`src/rtl/eth_regblk.sv`:
```
// Ethernet MAC control register block on a 16-bit Wishbone slave port.
// Holds the mode, TX count, management (MDIO-style) transaction engine,
// sticky error flags, sanity-timer pulse and indicator registers.
// Optional interrupt logic is compiled in when ETHCTL_IRQ_EN is defined.

module eth_regblk #(
    parameter int unsigned CNT_W     = 11,
    parameter int unsigned SAN_PULSE = 2,
    parameter int unsigned IND_W     = 3,
    parameter int unsigned MD_TMO    = 1024
) (
    input  logic              wb_clk_i,
    input  logic              wb_rst_i,
    input  logic [2:0]        wb_adr_i,
    input  logic [15:0]       wb_dat_i,
    output logic [15:0]       wb_dat_o,
    input  logic              wb_cyc_i,
    input  logic              wb_stb_i,
    input  logic              wb_we_i,
    input  logic [1:0]        wb_sel_i,
    output logic              wb_ack_o,
    output logic [7:0]        e_mode_o,
    input  logic [7:0]        e_sts_i,
    output logic [CNT_W-1:0]  e_txcnt_o,
    input  logic [CNT_W-1:0]  e_rxcnt_i,
    output logic [15:0]       md_wdata_o,
    input  logic [15:0]       md_rdata_i,
    output logic [5:0]        md_ctrl_o,
    output logic              md_start_o,
    input  logic              md_done_i,
    input  logic [7:0]        md_status_i,
    output logic              santm_res_o,
    output logic [IND_W-1:0]  dev_ind_o,
    output logic              irq_o
);

    localparam int unsigned TMO_W = (MD_TMO > 1) ? $clog2(MD_TMO) : 1;
    localparam int unsigned SAN_W = $clog2(SAN_PULSE + 1);

    typedef enum logic [1:0] {StIdle, StStart, StWait} md_state_e;

    logic              ack_q, ack_d;
    logic [15:0]       dat_q, dat_d;
    logic [7:0]        mode_q, mode_d;
    logic [CNT_W-1:0]  txcnt_q, txcnt_d;
    logic [15:0]       md_wdata_q, md_wdata_d;
    logic [5:0]        md_ctrl_q, md_ctrl_d;
    logic [15:0]       md_latch_q, md_latch_d;
    logic [7:0]        err_q, err_d;
    logic [IND_W-1:0]  dev_ind_q, dev_ind_d;
    logic [SAN_W-1:0]  san_q, san_d;
    logic [TMO_W-1:0]  tmo_q, tmo_d;
    md_state_e         state_q, state_d;
    logic              md_start_q, md_start_d;
    logic [7:0]        irq_en_q;
    logic              irq_q;

    logic              access;
    logic              wr_acc;
    logic              busy;
    logic              tmo_err;
    logic              ovr_err;
    logic [7:0]        w1c;
    logic [15:0]       rdata;

    assign access = wb_cyc_i & wb_stb_i & ~ack_q;
    assign wr_acc = access & wb_we_i;
    assign busy   = (state_q != StIdle);

    function automatic logic [15:0] lane_merge(input logic [15:0] cur, input logic [15:0] dat,
                                               input logic [1:0] sel);
        lane_merge = cur;
        if (sel[0]) lane_merge[7:0]  = dat[7:0];
        if (sel[1]) lane_merge[15:8] = dat[15:8];
    endfunction

    function automatic logic wr_to(input logic [2:0] addr);
        wr_to = wr_acc && (wb_adr_i == addr);
    endfunction

    // Read-data mux, sampled into wb_dat_o on the edge that raises ack.
    always_comb begin
        rdata = '0;
        case (wb_adr_i)
            3'd0: rdata = {mode_q, e_sts_i};
            3'd1: rdata = 16'(e_rxcnt_i);
            3'd2: rdata = md_latch_q;
            3'd3: rdata = {busy, 7'b0, md_status_i};
            3'd4: rdata = {8'b0, err_q};
            3'd5: rdata = {8'b0, irq_en_q};
            3'd6: rdata = '0;
            3'd7: rdata = 16'(dev_ind_q);
            default: rdata = '0;
        endcase
    end

    // Bus handshake plus plain data registers (mode, txcnt, wdata, indicators).
    always_comb begin
        ack_d = access;
        dat_d = access ? rdata : dat_q;

        mode_d = mode_q;
        if (wr_to(3'd0)) begin
            if (wb_sel_i[0]) mode_d = wb_dat_i[7:0];
        end else if (mode_q[7] && !e_sts_i[7]) begin
            // rxdone self-clears once the MAC drops rxrdy
            mode_d[7] = 1'b0;
        end

        txcnt_d = wr_to(3'd1) ? CNT_W'(lane_merge(16'(txcnt_q), wb_dat_i, wb_sel_i)) : txcnt_q;
        md_wdata_d = (wr_to(3'd2) && !busy) ? lane_merge(md_wdata_q, wb_dat_i, wb_sel_i)
                                            : md_wdata_q;
        dev_ind_d = wr_to(3'd7) ? IND_W'(lane_merge(16'(dev_ind_q), wb_dat_i, wb_sel_i))
                                : dev_ind_q;
    end

    // Management transaction engine: IDLE -> START (one-clock pulse) -> WAIT.
    always_comb begin
        state_d    = state_q;
        tmo_d      = tmo_q;
        md_ctrl_d  = md_ctrl_q;
        md_latch_d = md_latch_q;
        tmo_err    = 1'b0;
        ovr_err    = 1'b0;

        if (wr_to(3'd3)) begin
            if (busy) begin
                ovr_err = 1'b1;
            end else if (wb_sel_i[0]) begin
                md_ctrl_d = {wb_dat_i[6], wb_dat_i[4:0]};
                if (wb_dat_i[5]) state_d = StStart;
            end
        end

        case (state_q)
            StIdle: ;
            StStart: begin
                state_d = StWait;
                tmo_d   = '0;
            end
            StWait: begin
                if (md_done_i) begin
                    state_d = StIdle;
                    if (!md_ctrl_q[5]) md_latch_d = md_rdata_i;
                end else if (tmo_q == TMO_W'(MD_TMO - 1)) begin
                    state_d = StIdle;
                    tmo_err = 1'b1;
                end else begin
                    tmo_d = tmo_q + 1'b1;
                end
            end
            default: state_d = StIdle;
        endcase

        md_start_d = (state_d == StStart);
    end

    // Sticky errors (set beats clear) and the retriggerable sanity pulse counter.
    always_comb begin
        w1c   = (wr_to(3'd4) && wb_sel_i[0]) ? wb_dat_i[7:0] : 8'h00;
        err_d = (err_q & ~w1c) | {ovr_err, tmo_err, e_sts_i[5:0]};

        san_d = san_q;
        if (wr_to(3'd6) && wb_sel_i[0] && wb_dat_i[0]) begin
            san_d = SAN_W'(SAN_PULSE);
        end else if (san_q != '0) begin
            san_d = san_q - 1'b1;
        end
    end

    // State registers.
    always_ff @(posedge wb_clk_i or posedge wb_rst_i) begin
        if (wb_rst_i) begin
            ack_q      <= 1'b0;
            dat_q      <= '0;
            mode_q     <= '0;
            txcnt_q    <= '0;
            md_wdata_q <= '0;
            md_ctrl_q  <= '0;
            md_latch_q <= '0;
            err_q      <= '0;
            dev_ind_q  <= '0;
            san_q      <= '0;
            tmo_q      <= '0;
            state_q    <= StIdle;
            md_start_q <= 1'b0;
        end else begin
            ack_q      <= ack_d;
            dat_q      <= dat_d;
            mode_q     <= mode_d;
            txcnt_q    <= txcnt_d;
            md_wdata_q <= md_wdata_d;
            md_ctrl_q  <= md_ctrl_d;
            md_latch_q <= md_latch_d;
            err_q      <= err_d;
            dev_ind_q  <= dev_ind_d;
            san_q      <= san_d;
            tmo_q      <= tmo_d;
            state_q    <= state_d;
            md_start_q <= md_start_d;
        end
    end

`ifdef ETHCTL_IRQ_EN
    logic [7:0] irq_en_d;
    logic       irq_d;

    // Interrupt enable register and registered level interrupt.
    always_comb begin
        irq_en_d = (wr_to(3'd5) && wb_sel_i[0]) ? wb_dat_i[7:0] : irq_en_q;
        irq_d    = |(err_q & irq_en_q);
    end

    // Interrupt registers.
    always_ff @(posedge wb_clk_i or posedge wb_rst_i) begin
        if (wb_rst_i) begin
            irq_en_q <= '0;
            irq_q    <= 1'b0;
        end else begin
            irq_en_q <= irq_en_d;
            irq_q    <= irq_d;
        end
    end
`else
    assign irq_en_q = 8'h00;
    assign irq_q    = 1'b0;
`endif

    assign wb_ack_o    = ack_q;
    assign wb_dat_o    = dat_q;
    assign e_mode_o    = mode_q;
    assign e_txcnt_o   = txcnt_q;
    assign md_wdata_o  = md_wdata_q;
    assign md_ctrl_o   = md_ctrl_q;
    assign md_start_o  = md_start_q;
    assign santm_res_o = (san_q != '0);
    assign dev_ind_o   = dev_ind_q;
    assign irq_o       = irq_q;

endmodule

```
`config.mk`:
```
export PLATFORM = sky130hd
export DESIGN_NAME = eth_regblk
export DESIGN_NICKNAME = d
export VERILOG_FILES = /design/src/rtl/eth_regblk.sv
export SDC_FILE = /design/constraint.sdc
export NUM_CORES = 1
export LEC_CHECK = 0
export ABC_AREA = 1
export CORE_UTILIZATION = 48
export CTS_CLUSTER_SIZE = 8
export DETAILED_ROUTE_END_ITERATION = 6
export GPL_TIMING_DRIVEN = 1
export PLACE_DENSITY_LB_ADDON = 0.2
export SETUP_SLACK_MARGIN = 0.4
export SLEW_MARGIN = 10
export SYNTH_ARGS = -nofsm -noshare
export SYNTH_HDL_FRONTEND = slang
export SYNTH_SLANG_ARGS = --single-unit
```
`constraint.sdc`:
```
create_clock -name wb_clk_i -period 4.1 [get_ports wb_clk_i]
set_input_delay 0.82 -clock wb_clk_i [delete_from_list [all_inputs] [get_ports wb_clk_i]]
set_output_delay 0.82 -clock wb_clk_i [all_outputs]
set_load 0.02 [all_outputs]
```
Word-level counts from Yosys, hierarchy flattened
Cells that the tools add are included.
{"block": "totals", "wordCells": 95, "mem_bits_rw": 0, "memories": 0, "out_inout_bits": 64, "in_bits": 70, "latchBits": 0, "reg_bits": 100, "rom_bits": 0}
{"block": "op_classes", "bitwise_logic": 9, "div_mod_pow": 0, "addsub": 2, "magnitude_cmp": 0, "eq_ne": 14, "n_reduce_logical": 32, "n_mux": 22, "multipliers": 0, "n_shift": 0}
{"cell": "$pmux W16 S7", "count": 1}
{"cell": "$mux W10", "count": 2}
{"cell": "$pmux W10 S2", "count": 1}
{"cell": "$mux W2", "count": 8}
{"cell": "$mux W8", "count": 2}
{"cell": "$reduce_and A2 Y1", "count": 7}
{"cell": "$eq A3 B3 Y1 const B", "count": 4}
{"cell": "$logic_and A1 B1 Y1", "count": 12}
{"cell": "$add A10 B1 Y10 const B", "count": 1}
{"cell": "$eq A10 B10 Y1 const B", "count": 1}
{"cell": "$reduce_bool A2 Y1", "count": 5}
{"cell": "$reduce_and A3 Y1", "count": 3}
{"cell": "$and A8 B8 Y8", "count": 1}
{"cell": "$not A8 Y8", "count": 1}
{"cell": "$or A8 B8 Y8", "count": 1}
{"cell": "$mux W1", "count": 7}
{"cell": "$eq A3 B2 Y1 const B", "count": 2}
{"cell": "$ne A2 B2 Y1 const B", "count": 3}
{"cell": "$pmux W2 S3", "count": 1}
{"cell": "$eq A2 B1 Y1 const B", "count": 2}
{"cell": "$and A1 B1 Y1", "count": 3}
{"cell": "$eq A3 B1 Y1 const B", "count": 1}
{"cell": "$logic_not A3 Y1", "count": 1}
{"cell": "$not A1 Y1", "count": 3}
{"cell": "other kinds (5)", "count": 6}

Longest topological paths before layout
{"block": "depth", "ltp_word": 9, "depth_mapped": 10, "ltp_nobuf": 9}

Worst setup path before layout
OpenSTA, ideal clock, no wires.
{"block": "synth_path", "path_type": "input -> register", "from": "input port wb_cyc_i", "to": "register md_wdata_q[3], in the netlist md_wdata_o[3]", "path_buffers": 1, "t_required_ns": 3.978, "setup_ns": 0.122, "path_stages": 8, "path_slack_ns": 2.292, "t_arrival_ns": 1.686, "path_cell_list": "nand3_2 nor2_4 nand2_1 inv_2 nand3_2 buf_2 nand2_1 o21ai_1"}
{"block": "synth_via", "elab_chain_cells": 6}
{"item": "start: declaration", "line": "17", "text": "input logic wb_cyc_i,"}
{"item": "$and A1 B1 Y1 (2 in a row)", "line": "66", "text": "assign access = wb_cyc_i & wb_stb_i & ~ack_q;"}
{"item": "$and A1 B1 Y1", "line": "67", "text": "assign wr_acc = access & wb_we_i;"}
{"item": "$logic_and A1 B1 Y1", "line": "78", "text": "wr_to = wr_acc && (wb_adr_i == addr);"}
{"item": "$logic_and A1 B1 Y1", "line": "111", "text": "md_wdata_d = (wr_to(3'd2) && !busy) ? lane_merge(md_wdata_q, wb_dat_i, wb_sel_i)"}
{"item": "$reduce_and A2 Y1 (no source line)"}
{"item": "end signal: assignment", "line": "192", "text": "md_wdata_q <= md_wdata_d;"}
{"item": "end: declaration", "line": "46", "text": "logic [15:0] md_wdata_q, md_wdata_d;"}
No other way between the ends.
A chain may end at the register's enable or synchronous reset.

Worst setup path in the final report
{"block": "layout_path", "from": "input port wb_adr_i[2]", "to": "register txcnt_q[0], in the netlist e_txcnt_o[0]"}
{"block": "layout_via", "elab_chain_cells": 3}
{"item": "start: declaration", "line": "14", "text": "input logic [2:0] wb_adr_i,"}
{"item": "$eq A3 B1 Y1", "line": "78"}
{"item": "$logic_and A1 B1 Y1", "line": "78"}
{"item": "$reduce_and A2 Y1 (no source line)"}
{"item": "end signal: assignment", "line": "191", "text": "txcnt_q <= txcnt_d;"}
{"item": "end: declaration", "line": "45", "text": "logic [CNT_W-1:0] txcnt_q, txcnt_d;"}
No other way between the ends.

==> impl_metrics.tcl <==
set metrics [dict create \
    async_flop_share_pct 100 \
    r2r_end "md_ctrl_o[4]" \
    required_ps 4360 \
    stdcell_area_sq_mm 0.00618 \
    ys_seq_elements 100 \
    r2r_cells 4 \
    drt-total-wl_mm 11.5 \
    max_freq_ghz 0.364 \
    rsz0062_at_grt "false" \
    period_share_pct 67.0 \
    num_vias 3957 \
    dpl_cell_area_sq_mm 0.00600 \
    final_common_cell "nand2_1" \
    hold_viol 0 \
    rows 35 \
    worst_setup_path_end_kind "register" \
    synth_warnings 0 \
    pwr-share-comb_pct 24.1 \
    die_w_um 99.6 \
    coreArea_sq_mm 0.00924 \
    grt_max_degree 75 \
    status "finished, final reports clean" \
    htree_num_levels 3 \
    p_seq_share_pct 50.0 \
    globalRouteOverflowTotal 0 \
    vdd_ir_drop_max_uv 302 \
    finalNonFillerCells 796 \
    syn_to_final_growth_pct 35.2 \
    nets 734 \
    grtUsageTotal_pct 24.6 \
    avgSynthCellArea_sq_um 8.63 \
    antenna_found_initial 0 \
    wl_per_cell_um 14.5 \
    timing.rr.start "state_q[1]" \
    cts_buffers 9 \
    syn_area_sq_mm 0.00457 \
    criticalPathCategory "input pin to register" \
    skew_ps 16.9 \
    drv_cap 0 \
    arrival_ps 3000 \
    clockRootBuffer "clkbuf_8" \
    synth_cell_types 34 \
    layout-drive-gt1-share_pct 7.80 \
    die_y_um 99.6 \
    synth_top_area_share_pct 54.7 \
    clockBufferDepth 2 \
    first_pass_iters 5 \
    holdBufCountCts 0 \
    synth_edf_count 0 \
    clkTransAtPathRegs_ps 110 \
    yosys-top-cells-area "dfrtp_1 55%, nand2_1 14%, o21ai_1 5.1%" \
    busiest_layer "met2" \
    groute.layer.met2.usage_pct 39.9 \
    die_area_sq_mm 0.00992 \
    num_antenna_cells 0 \
    finalSetupTns_ps 0 \
    power_density_mw_per_mm2 382 \
    clk-insertion-delay-late_ps 370 \
    routabilityCongestion 0.898 \
    critPathLaunch "wb_adr_i[2]" \
    drc 0 \
    power_frac_clock_pct 25.9 \
    first_iter_violations 132 \
    cts_setup_buffers 0 \
    fillerInstances 776 \
    power.internal_mw 1.62 \
    grt_pass1_vias 3980 \
    numClockSinks 100 \
    yosysSeqAreaShare_pct 54.7 \
    dp_cells 780 \
    yosys.area.top_type "dfrtp_1" \
    p_sw_share_pct 31.5 \
    synthCells 530 \
    hold_ws_ps 484 \
    fin_crit_ps 2740 \
    crit_path_start_kind "input pin" \
    layout_common_cells "174 x nand2_1, 132 x clkdlybuf4s50_1, 100 x dfrtp_1" \
    grt_pass1_wl_mm 18.9 \
    utilization_pct 66.9 \
    reg2reg_slack_ps 2210 \
    total_power_mw 2.36 \
    power_switching_uw 744 \
    synthFlopType "dfrtp_1" \
    final-setup-viol-count 0 \
    initial_core_util_pct 49.5 \
    dp_hpwl_mm 8.57 \
    place_ws_ps 944 \
    drt-vias-per-instance 4.97 \
    cts_resized 0 \
    grt_use_met3_pct 5.97 \
    io_buffers 132 \
    slew_headroom_pct 32.9 \
    hp-class "register to register" \
    path_max_fanout 14 \
    crit_path_end "e_txcnt_o[0]" \
    finalWorstSetupSlack_ps 1360 \
    boundaryPins 134 \
    tritoncts "done" \
    final_max_slew_viol_count 0 \
    grt.met1_usage_pct 32.1 \
    syn_nets 602 \
    max_slew.worst_pin.slew_ps 1000 \
    ant_nets 0 \
    leakage_nw 2.88 \
]
cell usage after synthesis, types with 3 or more instances:
cell type and number:
a31oi_1 4, nor2_1 34, buf_4 3, nor3_1 6, clkbuf_1 3, nand4_1 4
mux2_1 10, a21oi_1 7, inv_1 48, inv_2 9, o21ai_1 47, dfrtp_1 100
buf_2 6, a21o_1 4, nand2_1 174, mux2_2 6, nand3_2 4, nand2_2 4
nand3_1 19, o21ai_0 19
worst max-delay path, stage by stage:
cell             delay (ps)
clkdlybuf4s50_1         570
nor3_2                  870
nand2_1                 500
nand2_1                 160
o21ai_1                  70
layout make-up:
type | count | area, sq um | area share [%]
Clock buffer | 9 | 124 | 2.00
Clock inverter | 7 | 63.8 | 1.03
Inverter | 57 | 216 | 3.50
Multi-Input combinational cell | 359 | 1770 | 28.7
Sequential cell | 100 | 2500 | 40.5
Tap cell | 129 | 161 | 2.61
Timing Repair Buffer | 135 | 1340 | 21.7
worst min path at each step:
stage               cells after the start  slack, ps     start  endpoint
floorplan                               2        440  err_q[3]  err_q[3]
global placement                        2        460  err_q[4]  err_q[4]
detailed placement                      2        460  err_q[5]  err_q[5]
CTS                                     1        490  err_q[1]  err_q[1]
global route                            1        500  err_q[1]  err_q[1]
finish                                  1        480  err_q[1]  err_q[1]
metal layers:
metal | vias to the layer above | share of wire (%)
li1 | 1952 | -
met2 | 144 | 47
met5 | - | 0
met3 | 19 | 6.7
met1 | 1842 | 44
met4 | 0 | 2.2
registers in the layout (all words and copies together) (netlist names):
register	cells
err_q	8
wb_ack_o	1
e_mode_o	8
san_q	2
state_q	2
md_start_o	1
md_latch_q	16
tmo_q	10
wb_dat_o	16
md_wdata_o	16
e_txcnt_o	11
dev_ind_o	3
md_ctrl_o	6
kinds of logic after synthesis:
family | count (synthesis) | synth area share [%]
AND/OR/NAND/NOR | 255 | 24.3
buffers and inverters | 71 | 6.56
multiplexers | 16 | 3.94
AO/OA/AOI/OAI | 84 | 9.68
other | 1 | 0.0820
adder cells (fa/ha/maj) | 2 | 0.547
flip-flops | 100 | 54.7
XOR/XNOR | 1 | 0.192
power by group through the flow:
stage,registers [mW],logic (mW),clock network [mW]
floorplan,1.27,0.201,0
global placement,1.19,0.556,0
detailed placement,1.20,0.572,0
CTS,1.18,0.574,0.626
global route,1.19,0.622,0.664
finish,1.18,0.570,0.611
(Power assumes the default switching activity.)
